==> src/rtl/queue_drain_if.sv <==
// Signal bundle between queue_drain and its environment: control, queue side and output stream.
// The environment holds the master view and the drain engine holds the slave view.
interface queue_drain_if #(
  parameter int DATA_W = 8,
  parameter int LEN_W  = 4
);
  logic              start;
  logic [LEN_W-1:0]  burst_len;
  logic              abort;
  logic              q_is_empty;
  logic [DATA_W-1:0] q_data;
  logic              q_dequeue;
  logic [DATA_W-1:0] out_data;
  logic              out_valid;
  logic              out_ready;
  logic              busy;
  logic              done;
  logic              underrun;
  logic [LEN_W-1:0]  count;

  modport master (
    output start, burst_len, abort, q_is_empty, q_data, out_ready,
    input  q_dequeue, out_data, out_valid, busy, done, underrun, count
  );

  modport slave (
    input  start, burst_len, abort, q_is_empty, q_data, out_ready,
    output q_dequeue, out_data, out_valid, busy, done, underrun, count
  );
endinterface

==> src/rtl/queue_drain.sv <==
// Drains bytes from an attached queue onto a valid/ready stream, one dequeue at a time,
// for a fixed burst length or until the queue runs empty.
module queue_drain #(
  parameter int DATA_W = 8,
  parameter int LEN_W  = 4
) (
  input  logic          clk,
  input  logic          rst,
  queue_drain_if.slave  bus
);

  typedef enum logic [2:0] {
    IDLE,
    CHECK,
    REQ,
    CAPT,
    SEND,
    SETTLE,
    FIN
  } state_t;

  state_t           state;
  logic [LEN_W-1:0] len_q;
  logic             abort_q;
  logic             abort_seen;

  // A short abort pulse during CAPT/SEND must still end the drain at the following CHECK.
  assign abort_seen = bus.abort | abort_q;

  // NOTE: all state and registered outputs use non-blocking assignments so every
  // read in this block sees the pre-edge value regardless of statement order.
  always_ff @(posedge clk or posedge rst) begin
    if (rst) begin
      state         <= IDLE;
      len_q         <= '0;
      abort_q       <= 1'b0;
      bus.q_dequeue <= 1'b0;
      bus.out_data  <= '0;
      bus.out_valid <= 1'b0;
      bus.busy      <= 1'b0;
      bus.done      <= 1'b0;
      bus.underrun  <= 1'b0;
      bus.count     <= '0;
    end else begin
      bus.q_dequeue <= 1'b0;
      bus.done      <= 1'b0;
      if (bus.abort && state != IDLE) abort_q <= 1'b1;

      unique case (state)
        IDLE: begin
          if (bus.start) begin
            len_q        <= bus.burst_len;
            bus.count    <= '0;
            bus.underrun <= 1'b0;
            abort_q      <= bus.abort;
            bus.busy     <= 1'b1;
            state        <= CHECK;
          end
        end

        CHECK: begin
          if (abort_seen) begin
            bus.done <= 1'b1;
            state    <= FIN;
          end else if (bus.q_is_empty) begin
            // Only a nonzero burst that is still short of its length counts as an underrun.
            bus.underrun <= (len_q != '0) && (bus.count != len_q);
            bus.done     <= 1'b1;
            state        <= FIN;
          end else if (len_q != '0 && bus.count == len_q) begin
            bus.done <= 1'b1;
            state    <= FIN;
          end else begin
            bus.q_dequeue <= 1'b1;
            state         <= REQ;
          end
        end

        REQ: state <= CAPT;

        CAPT: begin
          bus.out_data  <= bus.q_data;
          bus.out_valid <= 1'b1;
          state         <= SEND;
        end

        SEND: begin
          if (bus.out_ready) begin
            bus.out_valid <= 1'b0;
            bus.count     <= bus.count + 1'b1;
            state         <= SETTLE;
          end
        end

        SETTLE: state <= CHECK;

        FIN: begin
          bus.busy <= 1'b0;
          state    <= IDLE;
        end

        default: state <= IDLE;
      endcase
    end
  end

endmodule
==> src/flat_wrapper.sv <==
// flat-port wrapper written by rule: the top's interface ports become plain ports
module queue_drain_flat 
#(
  parameter int DATA_W = 8,
  parameter int LEN_W  = 4
)
  (clk, rst, bus_start, bus_burst_len, bus_abort, bus_q_is_empty, bus_q_data, bus_out_ready, bus_q_dequeue, bus_out_data, bus_out_valid, bus_busy, bus_done, bus_underrun, bus_count);
  queue_drain_if #(.DATA_W(DATA_W), .LEN_W(LEN_W)) bus_i ();
  input  logic clk;
  input  logic rst;
  input wire logic [$bits(bus_i.start)-1:0] bus_start;
  input wire logic [$bits(bus_i.burst_len)-1:0] bus_burst_len;
  input wire logic [$bits(bus_i.abort)-1:0] bus_abort;
  input wire logic [$bits(bus_i.q_is_empty)-1:0] bus_q_is_empty;
  input wire logic [$bits(bus_i.q_data)-1:0] bus_q_data;
  input wire logic [$bits(bus_i.out_ready)-1:0] bus_out_ready;
  output wire logic [$bits(bus_i.q_dequeue)-1:0] bus_q_dequeue;
  output wire logic [$bits(bus_i.out_data)-1:0] bus_out_data;
  output wire logic [$bits(bus_i.out_valid)-1:0] bus_out_valid;
  output wire logic [$bits(bus_i.busy)-1:0] bus_busy;
  output wire logic [$bits(bus_i.done)-1:0] bus_done;
  output wire logic [$bits(bus_i.underrun)-1:0] bus_underrun;
  output wire logic [$bits(bus_i.count)-1:0] bus_count;
  assign bus_i.start = bus_start;
  assign bus_i.burst_len = bus_burst_len;
  assign bus_i.abort = bus_abort;
  assign bus_i.q_is_empty = bus_q_is_empty;
  assign bus_i.q_data = bus_q_data;
  assign bus_i.out_ready = bus_out_ready;
  assign bus_q_dequeue = bus_i.q_dequeue;
  assign bus_out_data = bus_i.out_data;
  assign bus_out_valid = bus_i.out_valid;
  assign bus_busy = bus_i.busy;
  assign bus_done = bus_i.done;
  assign bus_underrun = bus_i.underrun;
  assign bus_count = bus_i.count;
  queue_drain #(.DATA_W(DATA_W), .LEN_W(LEN_W)) u_core (.clk(clk), .rst(rst), .bus(bus_i));
endmodule
==> config.mk <==
export PLATFORM = sky130hd
export DESIGN_NAME = queue_drain_flat
export DESIGN_NICKNAME = d
export VERILOG_FILES = /design/src/rtl/queue_drain_if.sv /design/src/rtl/queue_drain.sv /design/src/flat_wrapper.sv
export SDC_FILE = /design/constraint.sdc
export NUM_CORES = 1
export LEC_CHECK = 0
export ABC_AREA = 1
export CAP_MARGIN = 40
export CORE_ASPECT_RATIO = 1.5
export CORE_MARGIN = 5
export CORE_UTILIZATION = 43
export CTS_BUF_LIST = sky130_fd_sc_hd__clkbuf_2 sky130_fd_sc_hd__clkbuf_4 sky130_fd_sc_hd__clkbuf_8
export CTS_CLUSTER_SIZE = 16
export DETAILED_ROUTE_END_ITERATION = 8
export GPL_TIMING_DRIVEN = 1
export PLACE_DENSITY = 0.8
export SLEW_MARGIN = 15
export SYNTH_ARGS = -nofsm -noshare
export SYNTH_HDL_FRONTEND = slang
export SYNTH_SLANG_ARGS = --single-unit
==> constraint.sdc <==
create_clock -name clk -period 1 [get_ports clk]
set_input_delay 0.2 -clock clk [delete_from_list [all_inputs] [get_ports clk]]
set_output_delay 0.2 -clock clk [all_outputs]
set_load 0.03 [all_outputs]
# Yosys cells after proc, flatten, opt, wreduce, memory -nomap -nowiden
# Index checks and enable logic that the tools add are counted.
# classes
n_eq_ne	12
n_addsub	1
bitwise	1
n_reduce_logical	16
muxes	28
# op_table
operator	count
$pmux 3 s6	1
$mux 1	16
$mux 3	5
$eq 3x3->1 const B	3
$mux 4	2
$ne 2x2->1 const B	4
$pmux 4 s2	1
$reduce_and 2->1	4
$reduce_bool 2->1	4
$eq 3x2->1 const B	2
$pmux 1 s2	3
$add 4x1->4 const B	1
$eq 4x4->1	1
$ne 4x4->1	1
$reduce_and 4->1	1
$reduce_bool 4->1	1
$eq 3x1->1 const B	1
$logic_and 1x1->1	3
$logic_not 3->1	1
$reduce_and 3->1	1
$reduce_bool 3->1	1
$or 1x1->1	1
# totals
inputBits	18
output_inout_bits	17
regBits	25
wordCells	68

# Logic depth before layout (Yosys ltp)
# Gate-level depths: netlist (run 1).
# logic_depth
word_depth	6
ltp_mapped	8
depth_no_buf	8

# Worst setup path before layout (run 1)
# No wires, ideal clock.
# synth_timing
path_type	register to register
start	reg u_core.bus.count[0]
end	reg u_core.state[2]
period_less_slack_ps	1177
t_required_ps	935
stages_incl_launch_ff	9
setup_slack_ps	-177
path_buffers	0
arrival_ps	1111
path_cell_list	dfrtp_1 inv_1 nand2_1 nand2_1 nor2_1 nand3_1 nand2_1 nand2_1 nand2_1
# synth_between
elab_chain_cells	6
# synth_rtl
item	line	rtl
from (decl)	queue_drain_if.sv:28	output q_dequeue, out_data, out_valid, busy, done, underrun, count
from (signal assigned)	queue_drain.sv:90	bus.count <= bus.count + 1'b1;
$eq 4x4->1	queue_drain.sv:70	end else if (len_q != '0 && bus.count == len_q) begin
$logic_and 1x1->1	queue_drain.sv:70	
$mux 3	queue_drain.sv:70	
$mux 3	queue_drain.sv:65	end else if (bus.q_is_empty) begin
$mux 3	queue_drain.sv:62	if (abort_seen) begin
$pmux 3 s6	queue_drain.sv:49	unique case (state)
to (signal assigned)	queue_drain.sv:64	state <= FIN;
to (signal assigned)	queue_drain.sv:69	state <= FIN;
to (signal assigned)	queue_drain.sv:72	state <= FIN;
to (decl)	queue_drain.sv:22	state_t state;
# No other way between the ends.
# A chain may end at the register's enable or synchronous reset.

# Worst setup path in the final report (run 1)
# layout_timing
start	reg u_core.state[0]
end	reg u_core.bus.count[2]
# layout_between
elab_chain_cells	3
word_cells_on_any_way	7
classes_between	eq/ne: 3; mux: 1; reduce/logical: 3
# layout_rtl
item	line	rtl
from (signal assigned)	queue_drain.sv:34	state <= IDLE;
from (signal assigned)	queue_drain.sv:57	state <= CHECK;
from (signal assigned)	queue_drain.sv:64	
$eq 3x3->1 / $logic_not 3->1 (equally long branches)	queue_drain.sv:49	
$ne 2x2->1 (no line) / $reduce_bool 2->1 (equally long branches)	n/a	
$reduce_and 3->1 (no line)	n/a	
# Parallel ways exist; a longest one is shown, timed or not.

==> results of run 1 <==
-- Yosys cell counts --
cell type	count
nand2_1	65
dfrtp_1	25
inv_1	20
nor2_1	12
o21ai_0	9
nand3_1	5
inv_2	3
nand4_1	2
nor2_4	2
a21oi_1	1
ha_1	1
nand2_2	1
nand3_2	1
nor2_2	1
-- how the worst max path moves through the flow --
stage	from	end	slack [ns]	depth (start not counted)
final	u_core.state[0]$_DFFE_PP0P_	u_core.bus.count[2]$_DFFE_PP0P_	-0.25	7
after global routing	u_core.state[0]$_DFFE_PP0P_	u_core.len_q[0]$_DFFE_PP0P_	-0.32	7
after floorplan	u_core.state[2]$_DFFE_PP0P_	u_core.bus.underrun$_DFFE_PP0P_	-0.06	7
after CTS	u_core.bus.count[0]$_DFFE_PP0P_	bus_count[0]	-0.16	2
after detailed placement	bus_out_ready	u_core.bus.count[3]$_DFFE_PP0P_	-0.31	8
after global placement	bus_out_ready	u_core.bus.count[3]$_DFFE_PP0P_	-0.27	8
-- power groups by stage --
stage | registers (uW) | logic, uW | clock network [uW]
final | 1860 | 4060 | 653
after global routing | 1910 | 4340 | 704
after CTS | 1800 | 3500 | 633
after detailed placement | 1780 | 2750 | 0
after global placement | 1760 | 2650 | 0
after floorplan | 2280 | 1000 | 0
-- kinds of logic after synthesis --
group           share of synthesized area, %
simple gates                            32.4
compound gates                          4.37
buf+inv                                 7.53
fa+ha+maj                               1.09
flops                                   54.6
-- what timing repair did --
| action | CTS | global route |
|---|---|---|
| hold endpoints to repair | 0 | 0 |
| buffers inserted | 12 | 5 |
| resized for setup | 41 | 23 |
| pin swaps | 7 | 8 |
| endpoints found under the setup margin | 41 | 41 |
| hold buffers | 0 | 0 |
-- critical path: cells and delay by family, from the launching register on --
family | cells | cell delay (ns)
AND/OR/NAND/NOR | 4 | 0.39
buffers and inverters | 2 | 0.27
AO/OA/AOI/OAI | 1 | 0.05
flip-flops | 1 | 0.43
-- area by class of cell --
| class | instances | area (um2) | share of cell area [%] |
|---|---|---|---|
| Clock buffer | 4 | 48.8 | 2.41 |
| Inverter | 23 | 96.3 | 4.75 |
| Tap cell | 37 | 46.3 | 2.28 |
| Timing Repair Buffer | 70 | 674 | 33.3 |
| Multi-Input combinational cell | 100 | 531 | 26.2 |
| Sequential cell | 25 | 632 | 31.2 |
-- routing by layer --
metal  wire (um)  vias to the layer above  track usage, %
met5           0                        -               0
met4         246                        0            14.8
met3         220                       27            5.11
met2        2180                       61            39.2
met1        1490                      633            26.1
li1            -                      593               -
-- per-stage QoR --
stage | worst slack (ns) | util, % | area [um2]
floorplan | -0.0587 | - | 1150
global placement | -0.267 | 63.1 | 1650
detailed placement | -0.305 | 63.1 | 1650
CTS | -0.157 | 73.6 | 1930
global route | -0.317 | 77.4 | 2030
finish | -0.249 | 77.4 | 2030
-- flip-flops by register name, indices dropped and copies added, names as in the netlist --
register and flops:
u_core.bus.underrun 1, u_core.state 3, u_core.bus.out_data 8, u_core.len_q 4, u_core.abort_q 1, u_core.bus.out_valid 1, u_core.bus.done 1, u_core.bus.busy 1
u_core.bus.q_dequeue 1, u_core.bus.count 4
==> run summary, run 1 <==
status: finished, violations left
failing checks: setup timing
Max transition margin: 85.3%
slowest stage cell, crit path: dfrtp_1
YS warnings: 0
register area share after synthesis: 54.6%
Fin Hold WS: 0.243 ns
total power: 6570 uW
post-synth top area share: 54.6%
fin crit period: 1.25 ns
Reg2Reg Setup Slack: -0.25 ns
later-pin clock latency in the skew report: 0.28 ns
worst-path cell chain: inv_2 > nand3_4 > nor2_4 > buf_4 > nand3_2 > nand2_1 > a21oi_1
# port buffers: 34
Initial Util: 43.8%
Clock Path Buffers: 2
dpl cells: 238
fmax: 800 MHz
Via density: 5.07
clock transition at the registers of the reported paths: 0.09 ns
largest net degree at the start of global routing: 26
Post-Syn Nets: 167
Critical Path RT: 1.18 ns
Worst setup EP type: flop
Worst VDD drop: 2.35 mV
unrepaired setup endpoints after global routing: yes
CP max FO: 4
first-pass iteration count of the detailed router: 5
fin crit share: 125%
I/O pin cnt: 35
Setup Skew: 0.00874 ns
wire per inst: 16.0 um
count of antenna-violating nets left after detailed routing: 0
final worst setup slack: -0.249 ns
die footprint: 3820 um2
Static Leakage: 0.00105 uW
Die H: 73.2 um
Die X: 52.2 um
initial antenna violation count: 0
Fin. Hold Viols: 0
clock share of power: 9.9%
Cell Rows: 23
fill count: 139
Max Transition Viols Final: 0
Core ar.: 2620 um2
total number of vias: 1314
Worst R2R Start: u_core.state[0]$_DFFE_PP0P_
DRC viols: 0
diode count: 0
switching share of power: 44.7%
most common cell after layout, fill and taps aside: nand2_1
CP Data Arrival Time: 1.43 ns
synthesized area: 1150 um2
Yosys reg bits: 25
Iter 0 DRT Violations: 29
post-synthesis cell count: 148
Pwr per Cell Area: 3240 nW/um2
Total GRT Usage: 23.3%
total routed wirelength: 4140 um
clock tree root buffer cell: clkbuf_8
kind of critical path: reg -> reg
Nets: 242
CP peak stage delay: 0.43 ns
Routability Congestion: 0.862
Sequential Power Share: 28.3%
CTS H-tree depth: 1
number of global-route vias before repair: 1391
Worst Tran Pin Value: 0.218 ns
top post-synthesis cells by area: dfrtp_1 (55%), nand2_1 (21%), inv_1 (6.6%), o21ai_0 (3.9%), nor2_1 (3.9%)
Max-Cap Viols: 0
combinational power share: 61.8%
Syn Area/Cell: 7.74 um2
global route total overflow: 0
library cells used by synthesis: 14
worst hold-check path type: in -> async
CTS buffer count: 3
CTS tree: built
reg2reg end: u_core.bus.count[2]$_DFFE_PP0P_
Sw Pwr: 2940 uW
CP Launch Type: flop
post-DP HPWL: 2290 um
global-route wire length before repair: 6490 um
area delta synth->final: 77.0%
setup TNS: -4.76 ns
commonest non-fill, non-tap cells in the layout: nand2_1 (54), buf_4 (27), buf_6 (25), dfrtp_1 (20), clkdlybuf4s50_1 (17)
share of cells above drive strength 1: 44.1%
area leader, netlist: dfrtp_1
Setup-failing EPs final: 40
post-route insts no fill: 259
cell internal pwr: 3640 uW
R2R cell count: 7
CTS Sinks: 25
(Power assumes the default switching activity.)
==> inputs of run 2 (changes only) <==
- CORE_UTILIZATION: 43 -> 51
- PLACE_DENSITY: 0.8 -> 0.89
- clock period: 1 -> 1.5 ns (I/O delays scaled with it)
==> run 2 against run 1 <==
Against the previous run:
- the flow now finishes without violations
- sequential share of layout area grew 9.5 points
- sequential power shrank 38%
- flip-flop and latch count is the same
- final cell count shrank 19%
- utilization shrank 7.7 points
- largest cell class is now registers
- register-to-register slack gained 0.48 ns
- non-clock buffer count shrank 34
- hold slack gained 0.10 ns
- via count shrank 19%
==> run summary, run 2 (synthesized netlist as in run 1, its figures left out) <==
Bufs and invs on worst path: 1
global-route wire length before repair: 4260 um
Total GRT Usage: 16.5%
later-pin clock latency in the skew report: 0.31 ns
area occupied by multi-input gates: 434 um2
final worst setup slack: 0.0651 ns
Nets: 208
hold buffer count at CTS: 0
kind of critical path: reg -> out
setup TNS: 0 ns
CP Data Arrival Time: 1.13 ns
count of antenna-violating nets left after detailed routing: 0
Storage cell area: 626 um2
Die H: 68.1 um
number of global-route vias before repair: 1061
Fin. Hold Viols: 0
CP max FO: 5
first-pass iteration count of the detailed router: 4
Placement Setup Slack: 0.102 ns
Max transition margin: 79.6%
Via density: 5.04
fin crit period: 1.43 ns
Critical Path RT: 1.20 ns
initial antenna violation count: 0
post-DP HPWL: 2030 um
commonest non-fill, non-tap cells in the layout: nand2_1 (65), dfrtp_1 (25), inv_1 (20), clkdlybuf4s50_1 (17), dlygate4sd2_1 (13)
CTS Sinks: 25
status: completed
worst hold-check path type: in -> async
most common cell after layout, fill and taps aside: nand2_1
fmax: 697 MHz
area delta synth->final: 34.3%
Worst Tran Pin Value: 0.306 ns
worst-path cell chain: clkdlybuf4s15_1
Clock Path Buffers: 2
CP Launch Type: flop
global route total overflow: 0
Pwr per Cell Area: 1920 nW/um2
CP peak stage delay: 0.43 ns
Max-Cap Viols: 0
clock tree root buffer cell: clkbuf_4
I/O pin cnt: 35
Core ar.: 2210 um2
Worst VDD drop: 1.01 mV
Iter 0 DRT Violations: 39
Cell Rows: 21
Routability Congestion: 0.826
Setup-failing EPs final: 0
diode count: 0
fin crit share: 95.7%
clock transition at the registers of the reported paths: 0.13 ns
CTS H-tree depth: 1
CTS tree: built
Die X: 48.7 um
Setup Skew: 0.0114 ns
total number of vias: 1063
fill count: 186
Static Leakage: 0.000844 uW
Max Transition Viols Final: 0
# port buffers: 34
Largest regs: u_core.bus.out_data x8, u_core.bus.count x4, u_core.len_q x4
Top Family by Delay on Critical Path: flip-flops
die footprint: 3310 um2
largest net degree at the start of global routing: 26
largest register by flop count: u_core.bus.out_data
wire per inst: 11.6 um
max FFs per register: 8
unrepaired setup endpoints after global routing: no
DRC viols: 0
Initial Util: 51.9%
slowest stage cell, crit path: dfrtp_1
Setup Buffers After CTS: 0
total routed wirelength: 2450 um
CTS buffer count: 3
share of cells above drive strength 1: 7.98%
Worst setup EP type: output pin
-- run 2: path summary, 6_finish.rpt --
kind / end / slack, ns / depth (start not counted) / startpoint
worst max-delay path: bus_count[0] / 0.07 / 1 / u_core.bus.count[0]$_DFFE_PP0P_
worst min-delay path: u_core.state[2]$_DFFE_PP0P_ / 0.34 / 3 / rst
worst max register to register: u_core.len_q[0]$_DFFE_PP0P_ / 0.23 / 7 / u_core.state[1]$_DFFE_PP0P_
worst min register to register: u_core.bus.out_data[1]$_DFFE_PP0P_ / 0.49 / 2 / u_core.bus.out_data[1]$_DFFE_PP0P_
max in group asynchronous: u_core.bus.out_valid$_DFFE_PP0P_ / 0.92 / 3 / rst
min in group clk: u_core.bus.out_data[1]$_DFFE_PP0P_ / 0.49 / 2 / u_core.bus.out_data[1]$_DFFE_PP0P_
-- run 2: power by group --
| part | internal, uW | switching [uW] | total [uW] |
|---|---|---|---|
| Clock | 122 | 186 | 308 |
| Sequential | 963 | 193 | 1160 |
| Combinational | 489 | 996 | 1480 |
| Total | 1570 | 1370 | 2950 |
-- run 2: layout make-up --
| type | count | share of cell area (%) |
|---|---|---|
| sequential | 25 | 40.7 |
| inverter | 23 | 5.61 |
| multi-input combinational | 100 | 28.2 |
| timing repair buffer | 36 | 21.7 |
| clock buffer | 4 | 1.95 |
| tap | 23 | 1.87 |
-- run 2: layer usage --
layer | vias to the layer above | routed length [um] | GRT usage, %
li1 | 526 | - | -
met1 | 492 | 948 | 16.1
met2 | 41 | 1310 | 32.8
met3 | 4 | 167 | 4.58
met4 | 0 | 25 | 5.72
met5 | - | 0 | 0
-- run 2: what timing repair did --
item / in CTS / in global routing
resized for setup: 17 / 5
setup endpoints to repair: 17 / 4
cloned: 0 / 0
-- run 2: through the flow --
step	instance area [um2]	std cells	hold WS, ns	utilization [%]	total power [uW]
after floorplan	1150	148	0.327	-	2160
after global placement	1530	207	0.461	69.3	2750
after detailed placement	1530	207	0.466	69.3	2800
after CTS	1540	211	0.352	69.7	2980
after global routing	1540	211	0.379	69.7	3200
final	1540	211	0.344	69.7	2950
==> inputs of run 3 (changes only) <==
- CORE_MARGIN: 5 -> unset
==> run 3 against run 2 <==
Against the previous run:
- clock power barely moved
- utilization is 3.5 points higher
- non-clock buffer count is the same
- critical path depth unchanged
- routed wire length grew 0.49%
- register-to-register slack about the same
- power decreased by 0.25%
- die area is 26% lower
- flip-flop and latch count stayed put
- fmax rose by 1.4%
==> run summary, run 3 (synthesized netlist as in run 1, its figures left out) <==
Largest regs: u_core.bus.out_data x8, u_core.bus.count x4, u_core.len_q x4
Nets: 208
DR WL met3: 121 um
met2 WL: 1320 um
I/O pin cnt: 35
Core ar.: 2080 um2
Worst setup EP type: output pin
Via density: 4.96
Setup-failing EPs final: 0
first-pass iteration count of the detailed router: 4
combinational power share: 50.1%
number of global-route vias before repair: 1025
Routability Congestion: 0.796
share of cells above drive strength 1: 9.57%
CTS buffer count: 3
CP Data Arrival Time: 1.12 ns
area delta synth->final: 32.6%
Pwr per Cell Area: 1930 nW/um2
count of antenna-violating nets left after detailed routing: 0
CP peak stage delay: 0.41 ns
fin crit period: 1.42 ns
Reg2Reg Setup Slack: 0.24 ns
most common cell after layout, fill and taps aside: nand2_1
fmax: 707 MHz
max FFs per register: 8
CTS tree: built
commonest non-fill, non-tap cells in the layout: nand2_1 (65), dfrtp_1 (25), inv_1 (20), clkdlybuf4s50_1 (17), dlygate4sd2_1 (13)
Post-DP Area: 1530 um2
Fin. Hold Viols: 0
Initial Util: 55.2%
clock tree root buffer cell: clkbuf_4
total routed wirelength: 2470 um
Max Transition Viols Final: 0
largest register by flop count: u_core.bus.out_data
switching share of power: 47.6%
die footprint: 2440 um2
Worst Tran Pin Value: 0.317 ns
DRC viols: 0
wire length on met1: 940 um
fin crit share: 94.4%
R2R cell count: 7
clock transition at the registers of the reported paths: 0.13 ns
top routing layer in use: met4
Static Leakage: 0.000843 uW
# port buffers: 34
Setup Skew: 0.00173 ns
Top Family by Delay on Critical Path: buffers and inverters
reg2reg end: u_core.bus.underrun$_DFFE_PP0P_
clock share of power: 10.4%
design area: 1520 um2
Clock Path Buffers: 2
cell internal pwr: 1540 uW
setup TNS: 0 ns
worst hold-check path type: in -> async
Bufs and invs on worst path: 1
Critical Path RT: 1.20 ns
kind of critical path: reg -> out
status: completed
initial antenna violation count: 0
Max-Cap Viols: 0
global-route wire length before repair: 4170 um
total number of vias: 1042
Worst R2R Start: u_core.state[2]$_DFFE_PP0P_
slowest stage cell, crit path: dlygate4sd2_1
Iter 0 DRT Violations: 7
wire per inst: 11.7 um
dpl cells: 206
final worst setup slack: 0.0846 ns
post-DP HPWL: 1950 um
worst-path cell chain: dlygate4sd2_1
Max transition margin: 78.9%
CP Launch Type: flop
global route total overflow: 0
CP max FO: 2
CTS Sinks: 25
Die X: 40.7 um
Cell Rows: 20
Die H: 60.1 um
unrepaired setup endpoints after global routing: no
Fin Hold WS: 0.305 ns
largest net degree at the start of global routing: 26
Sw Pwr: 1400 uW
post-route insts no fill: 210
fill count: 169
later-pin clock latency in the skew report: 0.32 ns
diode count: 0
Worst VDD drop: 1.22 mV
Total GRT Usage: 25.3%
CTS H-tree depth: 1
Placement Setup Slack: 0.117 ns
Sequential Power Share: 39.5%
-- run 3: cell type report --
cell class / count / area, um2 / share of cell area [%]
clock buffers: 3 / 22.5 / 1.48
clock inverters: 1 / 5.00 / 0.329
inverters: 23 / 86.3 / 5.68
multi-input cells: 100 / 434 / 28.6
flip-flops and latches: 25 / 626 / 41.2
well taps: 22 / 27.5 / 1.81
repair buffers: 36 / 319 / 21.0
-- run 3: power groups by stage --
stage / Sequential, uW / Clock, uW / Combinational, uW
3_5_place_dp: 1180 / 0 / 1620
4_1_cts: 1160 / 318 / 1500
5_1_grt: 1210 / 335 / 1670
6_report: 1160 / 306 / 1470
2_1_floorplan: 1510 / 0 / 651
3_3_place_gp: 1170 / 0 / 1580
-- run 3: worst max-delay path by stage --
stage	from	endpoint	slack [ns]	depth (start not counted)
2_1_floorplan	u_core.bus.count[0]$_DFFE_PP0P_	u_core.state[2]$_DFFE_PP0P_	0.32	8
3_3_place_gp	bus_out_ready	u_core.bus.count[3]$_DFFE_PP0P_	0.13	8
3_5_place_dp	u_core.bus.count[0]$_DFFE_PP0P_	bus_count[0]	0.12	1
4_1_cts	u_core.bus.count[0]$_DFFE_PP0P_	bus_count[0]	0.009	1
5_1_grt	u_core.bus.out_data[3]$_DFFE_PP0P_	bus_out_data[3]	0.03	1
6_report	u_core.bus.out_data[3]$_DFFE_PP0P_	bus_out_data[3]	0.08	1
-- run 3: through the flow --
step	power (uW)	util [%]
after floorplan	2160	-
after global placement	2740	73.6
after detailed placement	2800	73.6
after CTS	2980	73.9
after global routing	3220	73.2
final	2940	73.2
-- run 3: routing by layer --
metal,vias to the layer above,global-route usage [%]
li1,527,-
met1,475,28.3
met3,7,5.20
met4,0,18.1
met5,-,0
met2,33,40.4
-- run 3: repair_timing --
item | CTS | global route
resized for setup | 17 | 8
hold endpoints to repair | 0 | 0
endpoints found under the setup margin | 17 | 4
setup buffers | 0 | 0
pin swaps | 0 | 0
hold buffers | 0 | 0
==> RTL edit (flow settings as in run 2) <==
Make the reset (`rst`) synchronous in one clocked block.
--- a/src/rtl/queue_drain.sv
+++ b/src/rtl/queue_drain.sv
@@ -29,7 +29,7 @@
 
   // NOTE: all state and registered outputs use non-blocking assignments so every
   // read in this block sees the pre-edge value regardless of statement order.
-  always_ff @(posedge clk or posedge rst) begin
+  always_ff @(posedge clk) begin
     if (rst) begin
       state         <= IDLE;
       len_q         <= '0;
Formal check against the unedited RTL: differs if rst is asserted again (counterexample within 4 cycles, from zero or initial values and one cycle with rst high); with rst held inactive, the same outputs for 10 cycles.
==> RTL edit against run 2 <==
  * Power is 22% lower
  * Count of clock-buffer cells in the layout stayed put
  * Wire length is 11% higher
  * Final cell count is 0.47% higher
  * Worst setup slack better by 9.6 ps
  * Synthesized area is 1.2% lower
  * Clock skew is 6.3 ps lower
  * Sequential cell count stayed put
  * Design area is 1.2% lower
  * Largest power group unchanged
==> RTL edit: results (changes against run 2) <==
Power
  – VDD IR max: 0.9336 mV (-7.2%)
  – Combinational Power Share: 46.9% (-3.5 points)
  – P_clk: 0.324 mW (+5%)

STA
  – Worst slew pin tran: 327.6 ps (+21.57 ps)
  – Worst Skew: 5.062 ps (-6.317 ps)
  – Hold WS: 476.5 ps (+132.8 ps)

Logic synthesis
  – Ys async rst share: 0% (-100 points)
  – Post-Synth Adder-Cell Area: 1.105% (+0.013 points)
  – Synthesized net count: 168 (+0.60%)
  – Cell variety after synth: 27 (+13)
  – Top area cells in the synthesized netlist: dfxtp_1, nor2_1, nand2_1, o21ai_0, a21oi_1
  – Synth Flop Type: dfxtp_1
  – Compound-cell area share of the yosys netlist: 14.92% (+11 points)

Setup path
  – Worst R2R Path Depth: 6 (-1)
  – Worst R2R End: u_core.bus.count[3]
  – CP peak stage delay: 410 ps (-20 ps)
  – Worst R2R Start: u_core.state[2]
  – Flop-to-flop setup slack: 260 ps (+30 ps)
  – CP max FO: 4 (-1)
  – Crit. Startpoint: u_core.bus.count[3]

Place
  – Placed Area: 1519 um^2 (-0.74%)
  – Dpl hpwl: 2.152 mm (+6.1%)

Run status
  – Status: finished, final reports clean

Routing
  – Vias per cell: 5.259 (+4.4%)

Global routing
  – First-pass GRT wire length: 4.761 mm (+12%)
  – Vias in the first global route: 1169 (+10%)

Min path
  – Hold Crit Class: reg2reg

Layout
  – Fraction of layout cells with a size suffix above 1: 16.40% (+8.4 points)
## RTL edit: timing repair
action,CTS,global route
endpoints found under the setup margin,17,2
gates cloned,0,0
pin swaps,0,0
hold endpoints to repair,0,0
gates resized for setup,17,4
## RTL edit: routing by layer
layer  global-route usage, %  up-vias  wire length [um]
met2                   33.17       29              1408
li1                        -      561                 -
met3                   4.857       10               152
met1                   17.92      515              1086
met4                   11.11        0                89
met5                       0        -                 0
## RTL edit: area by class of cell
| type | count | area [um^2] | share of cell area (%) |
|---|---|---|---|
| Clock buffer | 4 | 30.03 | 1.975 |
| Inverter | 21 | 81.33 | 5.350 |
| Multi-Input combinational cell | 100 | 530.5 | 34.90 |
| Sequential cell | 25 | 500.5 | 32.92 |
| Tap cell | 23 | 28.78 | 1.893 |
| Timing Repair Buffer | 39 | 349.1 | 22.96 |
## RTL edit: worst reg2reg max path: stages, from the launching register on
cell     delay, ps
dfxtp_1        360
inv_2          140
nand4_4        220
nand2_4        170
nand2_1         60
nor2_1         130
nor3_2          60
